`config.mk`:
```
export PLATFORM = sky130hd
export DESIGN_NAME = core_ex_mdu_seq_flat
export DESIGN_NICKNAME = d
export VERILOG_FILES = /design/src/rtl/core_ex_mdu_seq_if.sv /design/src/rtl/core_ex_mdu_seq.sv /design/src/flat_wrapper.sv
export SDC_FILE = /design/constraint.sdc
export NUM_CORES = 1
export LEC_CHECK = 0
export CORE_MARGIN = 3
export CORE_UTILIZATION = 40
export DETAILED_ROUTE_END_ITERATION = 10
export PLACE_DENSITY = 0.64
export SYNTH_ARGS = -nofsm -noshare
export SYNTH_HDL_FRONTEND = slang
export SYNTH_SLANG_ARGS = --single-unit
```
`constraint.sdc`:
```
create_clock -name clk -period 9.2 [get_ports clk]
set_input_delay 1.84 -clock clk [delete_from_list [all_inputs] [get_ports clk]]
set_output_delay 1.84 -clock clk [all_outputs]
set_load 0.01 [all_outputs]
```
`src/rtl/core_ex_mdu_seq_if.sv`:
```
// Handshake bundle between the EX stage and the M-extension sequencer.
//   master (EX side): drives op, operands, op_wait_handle, out_ack, flush
//   slave  (MDU side): drives op_ready, out, busy
interface core_ex_mdu_seq_if #(parameter int WIDTH = 32);
  logic [2:0]       op;
  logic             op_wait_handle;
  logic             op_ready;
  logic             out_ack;
  logic             flush;
  logic [WIDTH-1:0] in1;
  logic [WIDTH-1:0] in2;
  logic [WIDTH-1:0] out;
  logic             busy;

  modport master (
    output op, op_wait_handle, out_ack, flush, in1, in2,
    input  op_ready, out, busy
  );

  modport slave (
    input  op, op_wait_handle, out_ack, flush, in1, in2,
    output op_ready, out, busy
  );
endinterface

```
`src/rtl/core_ex_mdu_seq.sv`:
```
// RV32M multiply/divide sequencer for the EX stage.
// Iterative shift-add multiply / restoring divide, one bit per cycle,
// WIDTH iterations. Divide-by-zero and signed overflow finish in one cycle.
// Ports:
//   clk   - core clock, rising edge
//   rest  - asynchronous active-low reset
//   mdu   - slave side of core_ex_mdu_seq_if (op/in1/in2/op_wait_handle/
//           out_ack/flush in; op_ready/out/busy out)
module core_ex_mdu_seq #(
  parameter int WIDTH = 32
) (
  input logic              clk,
  input logic              rest,
  core_ex_mdu_seq_if.slave mdu
);
  localparam int CW = $clog2(WIDTH);
  localparam logic [WIDTH-1:0] MIN_NEG = {1'b1, {(WIDTH-1){1'b0}}};

  typedef enum logic [1:0] {S_IDLE, S_BUSY, S_DONE} state_e;

  state_e             state_q, state_d;
  logic [CW-1:0]      cnt_q, cnt_d;
  logic [2:0]         op_q, op_d;
  logic               neg_q, neg_d;     // negate product / quotient
  logic               rneg_q, rneg_d;   // negate remainder (dividend sign)
  logic [WIDTH-1:0]   dvsr_q, dvsr_d;   // multiplicand or divisor magnitude
  logic [2*WIDTH-1:0] prod_q, prod_d;   // product; low half is dividend/quotient when dividing
  logic [WIDTH-1:0]   rem_q, rem_d;
  logic [WIDTH-1:0]   out_q, out_d;

  // ---- operand decode at accept ----
  logic             s1, s2, is_div, ovf;
  logic [WIDTH-1:0] mag1, mag2;

  always_comb begin
    s1     = mdu.in1[WIDTH-1] & (mdu.op inside {3'd1, 3'd2, 3'd4, 3'd6});
    s2     = mdu.in2[WIDTH-1] & (mdu.op inside {3'd1, 3'd4, 3'd6});
    mag1   = s1 ? (~mdu.in1 + 1'b1) : mdu.in1;
    mag2   = s2 ? (~mdu.in2 + 1'b1) : mdu.in2;
    is_div = mdu.op[2];
    // DIV/REM only: most negative / -1
    ovf    = is_div & ~mdu.op[0] & (mdu.in1 == MIN_NEG) & (mdu.in2 == '1);
  end

  // ---- one iteration step and final result selection ----
  logic [WIDTH:0]     mul_add, shl, diff;
  logic [2*WIDTH-1:0] mul_nx, prod_fin;
  logic               qbit;
  logic [WIDTH-1:0]   rem_nx, quo_nx, quo_fin, rem_fin, res_fin;

  always_comb begin
    // multiply: add multiplicand into the high half when the LSB is set, shift right
    mul_add  = {1'b0, prod_q[2*WIDTH-1:WIDTH]} + (prod_q[0] ? {1'b0, dvsr_q} : '0);
    mul_nx   = {mul_add, prod_q[WIDTH-1:1]};
    // divide: bring in next dividend bit, keep subtraction if it does not borrow
    shl      = {rem_q, prod_q[WIDTH-1]};
    diff     = shl - {1'b0, dvsr_q};
    qbit     = ~diff[WIDTH];
    rem_nx   = qbit ? diff[WIDTH-1:0] : shl[WIDTH-1:0];
    quo_nx   = {prod_q[WIDTH-2:0], qbit};
    prod_fin = neg_q  ? (~mul_nx + 1'b1) : mul_nx;
    quo_fin  = neg_q  ? (~quo_nx + 1'b1) : quo_nx;
    rem_fin  = rneg_q ? (~rem_nx + 1'b1) : rem_nx;
    if (!op_q[2])     res_fin = (op_q[1:0] == 2'd0) ? prod_fin[WIDTH-1:0] : prod_fin[2*WIDTH-1:WIDTH];
    else if (op_q[1]) res_fin = rem_fin;
    else              res_fin = quo_fin;
  end

  // ---- next state ----
  always_comb begin
    state_d = state_q;
    cnt_d   = cnt_q;
    op_d    = op_q;
    neg_d   = neg_q;
    rneg_d  = rneg_q;
    dvsr_d  = dvsr_q;
    prod_d  = prod_q;
    rem_d   = rem_q;
    out_d   = out_q;
    if (mdu.flush) begin
      state_d = S_IDLE;
      cnt_d   = '0;
    end else begin
      case (state_q)
        S_IDLE: if (mdu.op_wait_handle) begin
          op_d   = mdu.op;
          neg_d  = s1 ^ s2;
          rneg_d = s1;
          dvsr_d = is_div ? mag2 : mag1;
          prod_d = {{WIDTH{1'b0}}, is_div ? mag1 : mag2};
          rem_d  = '0;
          cnt_d  = '0;
          if (is_div && (mdu.in2 == '0)) begin
            out_d   = mdu.op[1] ? mdu.in1 : '1;
            state_d = S_DONE;
          end else if (ovf) begin
            out_d   = mdu.op[1] ? '0 : MIN_NEG;
            state_d = S_DONE;
          end else begin
            state_d = S_BUSY;
          end
        end
        S_BUSY: begin
          if (op_q[2]) begin
            prod_d = {prod_q[2*WIDTH-1:WIDTH], quo_nx};
            rem_d  = rem_nx;
          end else begin
            prod_d = mul_nx;
          end
          cnt_d = cnt_q + 1'b1;
          if (cnt_q == CW'(WIDTH-1)) begin
            out_d   = res_fin;
            state_d = S_DONE;
            cnt_d   = '0;
          end
        end
        S_DONE: if (mdu.out_ack) state_d = S_IDLE;
        default: state_d = S_IDLE;
      endcase
    end
  end

  always_ff @(posedge clk or negedge rest) begin
    if (!rest) begin
      state_q <= S_IDLE;
      cnt_q   <= '0;
      op_q    <= '0;
      neg_q   <= 1'b0;
      rneg_q  <= 1'b0;
      dvsr_q  <= '0;
      prod_q  <= '0;
      rem_q   <= '0;
      out_q   <= '0;
    end else begin
      state_q <= state_d;
      cnt_q   <= cnt_d;
      op_q    <= op_d;
      neg_q   <= neg_d;
      rneg_q  <= rneg_d;
      dvsr_q  <= dvsr_d;
      prod_q  <= prod_d;
      rem_q   <= rem_d;
      out_q   <= out_d;
    end
  end

  assign mdu.op_ready = (state_q == S_DONE);
  assign mdu.busy     = (state_q == S_BUSY);
  assign mdu.out      = out_q;
endmodule

```
`src/flat_wrapper.sv`:
```
// flat-port wrapper written by rule: the top's interface ports become plain ports
module core_ex_mdu_seq_flat 
#(
  parameter int WIDTH = 32
)
  (clk, rest, mdu_op, mdu_op_wait_handle, mdu_out_ack, mdu_flush, mdu_in1, mdu_in2, mdu_op_ready, mdu_out, mdu_busy);
  core_ex_mdu_seq_if #(.WIDTH(WIDTH)) mdu_i ();
  input logic clk;
  input logic rest;
  input wire logic [$bits(mdu_i.op)-1:0] mdu_op;
  input wire logic [$bits(mdu_i.op_wait_handle)-1:0] mdu_op_wait_handle;
  input wire logic [$bits(mdu_i.out_ack)-1:0] mdu_out_ack;
  input wire logic [$bits(mdu_i.flush)-1:0] mdu_flush;
  input wire logic [$bits(mdu_i.in1)-1:0] mdu_in1;
  input wire logic [$bits(mdu_i.in2)-1:0] mdu_in2;
  output wire logic [$bits(mdu_i.op_ready)-1:0] mdu_op_ready;
  output wire logic [$bits(mdu_i.out)-1:0] mdu_out;
  output wire logic [$bits(mdu_i.busy)-1:0] mdu_busy;
  assign mdu_i.op = mdu_op;
  assign mdu_i.op_wait_handle = mdu_op_wait_handle;
  assign mdu_i.out_ack = mdu_out_ack;
  assign mdu_i.flush = mdu_flush;
  assign mdu_i.in1 = mdu_in1;
  assign mdu_i.in2 = mdu_in2;
  assign mdu_op_ready = mdu_i.op_ready;
  assign mdu_out = mdu_i.out;
  assign mdu_busy = mdu_i.busy;
  core_ex_mdu_seq #(.WIDTH(WIDTH)) u_core (.clk(clk), .rest(rest), .mdu(mdu_i));
endmodule
```
==> results.toml <==
[setup_path]
rr_endpoint = "u_core.mdu.out[28]$_DFFE_PN0P_"
crit_chain = "clkdlybuf4s50_1, nor4_1, nand2_1, or4_1, nor3b_1, nand2_1, nor4b_1, nor3_1, nor3_2, buf_4, o211ai_1, a21oi_1, o21ai_0, o22a_1"
critPathRequiredTime_ns = 9.56
reg2reg_from = "u_core.prod_q[31]$_DFFE_PN0P_"
slowest_delay_ns = 0.63
rr_worst_depth = 20
critPathSlowestCell = "nor4b_1"
path_depth = 14
crit_fanout = 65
crit_path_start_kind = "primary input"
path_buf_inv = 2
timing.critical_path.mode_cell = "nand2_1"
critPathKind = "in2reg"
arrival_ns = 6.53
path_delay_family = "simple AND/OR/NAND/NOR gates"
end_kind = "flop"
cp-startpoint = "mdu_in2[2]"
r2r_slack_ns = 3.05

[clock_network]
cts-root-buf = "clkbuf_16"
cts_inserted_buffers = 17
clockBufferDepth = 2
insertion_delay_ns = 0.48
clock-sinks = 172
cts_tree = "yes"
clk_pin_slew_ns = 0.07
post_cts_resized = 0
ctsHoldBuffers = 0
h-tree-depth = 4
post_cts_buffers = 0

[global_routing]
antenna_found_initial = 3
grt_pass1_vias = 17900
track_usage = 0.306
grt_pass1_wl_mm = 111
overflow = 0
grt_max_degree = 99

[final_layout]
layout-drive-gt1-share = 0.0470
layout.nets = 2579
area_delta_synth_final_pct = 10.1
fin_area_mm2 = 0.0197

[synthesis]
syn_avg_cell_area_um2 = 7.27
yosys-top-cells-area = "dfrtp_1 (24%), o21ai_0 (7.5%), nand2_1 (6.6%)"
synth_area_mm2 = 0.0179
synth-main-ff-cell = "dfrtp_1"
ys_types = 90
synth_top_cell_area_share = 0.241
synth_top_area_cell = "dfrtp_1"
ys_async_sr_fraction = 1.00
ys_ff_latch = 172
syn-num-nets = 2602
ys_warn_count = 0
synthCells = 2456
synth_edf_count = 0
synth_seq_area_share = 0.241

[floorplan]
die_y_um = 217
start_util = 0.410
core_mm2 = 0.0436
die_area_mm2 = 0.0472
die_x_um = 217
ios = 106
rows = 76

[power]
intPower_mw = 2.16
p_switching_mw = 2.18
power_density_mw_per_mm2 = 221
p_sw_frac = 0.502
clkPwrFrac = 0.170
ir_drop_v = 0.000149
p_seq_frac = 0.286
combPwrFrac = 0.544
leakage_nw = 7.99

[detailed_routing]
wire_per_inst_um = 24.2
drt_iter0_drc = 2270
drc_errors = 0
final_antenna_net_count = 0
wirelength_mm = 73.3
vias = 19100
first_pass_iters = 6
viasPerCell = 6.30

[timing]
rsz0062_at_grt = "no"
finalMaxSlewViolations = 0
hold_viol = 0
min_period_ns = 6.17
slew_headroom = 0.126
setup-tns-final_ns = 0
period_share = 0.671
fin_skew_ns = 0.0152
tightest_slew_ns = 1.31
clock.fmax_mhz = 162
setup_viol = 0

[worst_hold_path]
hold_start = "u_core.dvsr_q[30]$_DFFE_PN0P_"
hp-class = "reg2reg"
hold_depth = 2
min_to = "u_core.dvsr_q[30]$_DFFE_PN0P_"

[placed_design]
io_buffer_count = 105
gp_congestion = 0.973
dpl.hpwl_mm = 56.6
place_area_mm2 = 0.0191

[run_status]
status = "completed"

[run]
cap_violations = 0
-- final cells by class --
cell class	count	area (um^2)
Fill cell	4544	23900
Sequential cell	172	4310
Antenna cell	1	2.50
Tap cell	585	732
Clock inverter	14	129
Timing Repair Buffer	133	1260
Multi-Input combinational cell	2046	12600
Inverter	63	236
Clock buffer	18	439
-- worst reg2reg max path: cells and delay by family, from the launching register on --
kind	cells	cell delay, ns
xor gates and xnor gates	2	0.39
adders and majority gates	3	0.96
buffers and inverters	2	0.75
AOI/OAI and AO/OA	9	2.40
DFF	1	0.50
and+or+nand+nor	4	1.01
-- Yosys cell counts, types with 21 or more instances --
library cell	number
a211oi_1	23
a21o_1	22
a21oi_1	225
a22o_1	21
a31oi_1	24
and2_1	22
clkbuf_1	140
dfrtp_1	172
ha_1	72
inv_1	61
mux2i_1	69
nand2_1	313
nand3_1	44
nand4_1	33
nor2_1	280
nor3_1	57
nor4_1	25
o211ai_1	35
o21ai_0	269
o31ai_1	41
xnor2_1	88
xor2_1	104
-- layout by cell type, fill, tap and decap left out, drive strengths merged, types with 11 or more instances in the layout --
master / netlist / final
nand2: 314 / 314
nor2: 280 / 280
o21ai: 269 / 269
a21oi: 225 / 225
dfrtp: 172 / 172
xor2: 104 / 104
clkdlybuf4s50: 0 / 103
xnor2: 88 / 88
ha: 72 / 72
inv: 62 / 70
mux2i: 69 / 69
nor3: 58 / 58
nand3: 44 / 44
o31ai: 42 / 42
o211ai: 35 / 35
nand4: 34 / 34
buf: 30 / 30
nor4: 27 / 27
a31oi: 24 / 24
a211oi: 23 / 23
and2: 22 / 22
a21o: 22 / 22
a22o: 21 / 21
or3: 21 / 21
clkbuf: 145 / 18
nand2b: 17 / 17
and3: 16 / 16
or4: 14 / 14
mux2: 13 / 13
or2: 13 / 13
nor2b: 11 / 11
-- kinds of logic after synthesis --
logic type                 share of synthesized area
and+or+nand+nor                                0.236
buffers and inverters                         0.0566
DFF                                            0.241
xor gates and xnor gates                      0.0941
adders and majority gates                     0.0527
AOI/OAI and AO/OA                              0.272
muxes                                         0.0468
-- stage by stage --
stage	util	std cells	power (mW)	worst slack [ns]	hold WS [ns]
global route	0.452	3031	4.58	2.59	0.510
detailed placement	0.439	2999	3.53	2.65	0.471
finish	0.452	3032	4.34	3.03	0.486
global placement	0.439	2999	3.51	2.84	0.467
floorplan	-	2456	2.67	4.15	0.450
CTS	0.452	3031	4.28	3.14	0.490
-- routing by layer --
metal | GRT usage | part of all wire | vias up
met2 | 0.462 | 0.43 | 978
met1 | 0.428 | 0.44 | 9178
li1 | - | - | 8803
met3 | 0.0628 | 0.095 | 152
met5 | 0 | 0 | -
met4 | 0.121 | 0.040 | 0
-- flip-flops by register name, indices dropped and copies added (netlist names) --
signal and flops:
u_core.cnt_q 5, u_core.dvsr_q 32, u_core.prod_q 64, u_core.neg_q 1
u_core.rem_q 32, u_core.rneg_q 1, u_core.mdu.out 32, u_core.op_q 3
u_core.state_q 2
-- worst max-delay path by stage --
stage                                      to  slack, ns
4_1_cts        u_core.mdu.out[26]$_DFFE_PN0P_       3.14
6_report       u_core.mdu.out[26]$_DFFE_PN0P_       3.03
3_3_place_gp   u_core.mdu.out[26]$_DFFE_PN0P_       2.84
3_5_place_dp   u_core.mdu.out[26]$_DFFE_PN0P_       2.65
2_1_floorplan  u_core.mdu.out[28]$_DFFE_PN0P_       4.15
5_1_grt        u_core.mdu.out[26]$_DFFE_PN0P_       2.59
-- power by group through the flow --
stage / Clock [mW] / Sequential, mW / Combinational, mW
2_1_floorplan: 0 / 1.08 / 1.60
3_3_place_gp: 0 / 1.23 / 2.28
3_5_place_dp: 0 / 1.24 / 2.29
4_1_cts: 0.751 / 1.22 / 2.31
5_1_grt: 0.780 / 1.25 / 2.55
6_report: 0.737 / 1.24 / 2.36
Power figures use the tool's default switching activity.
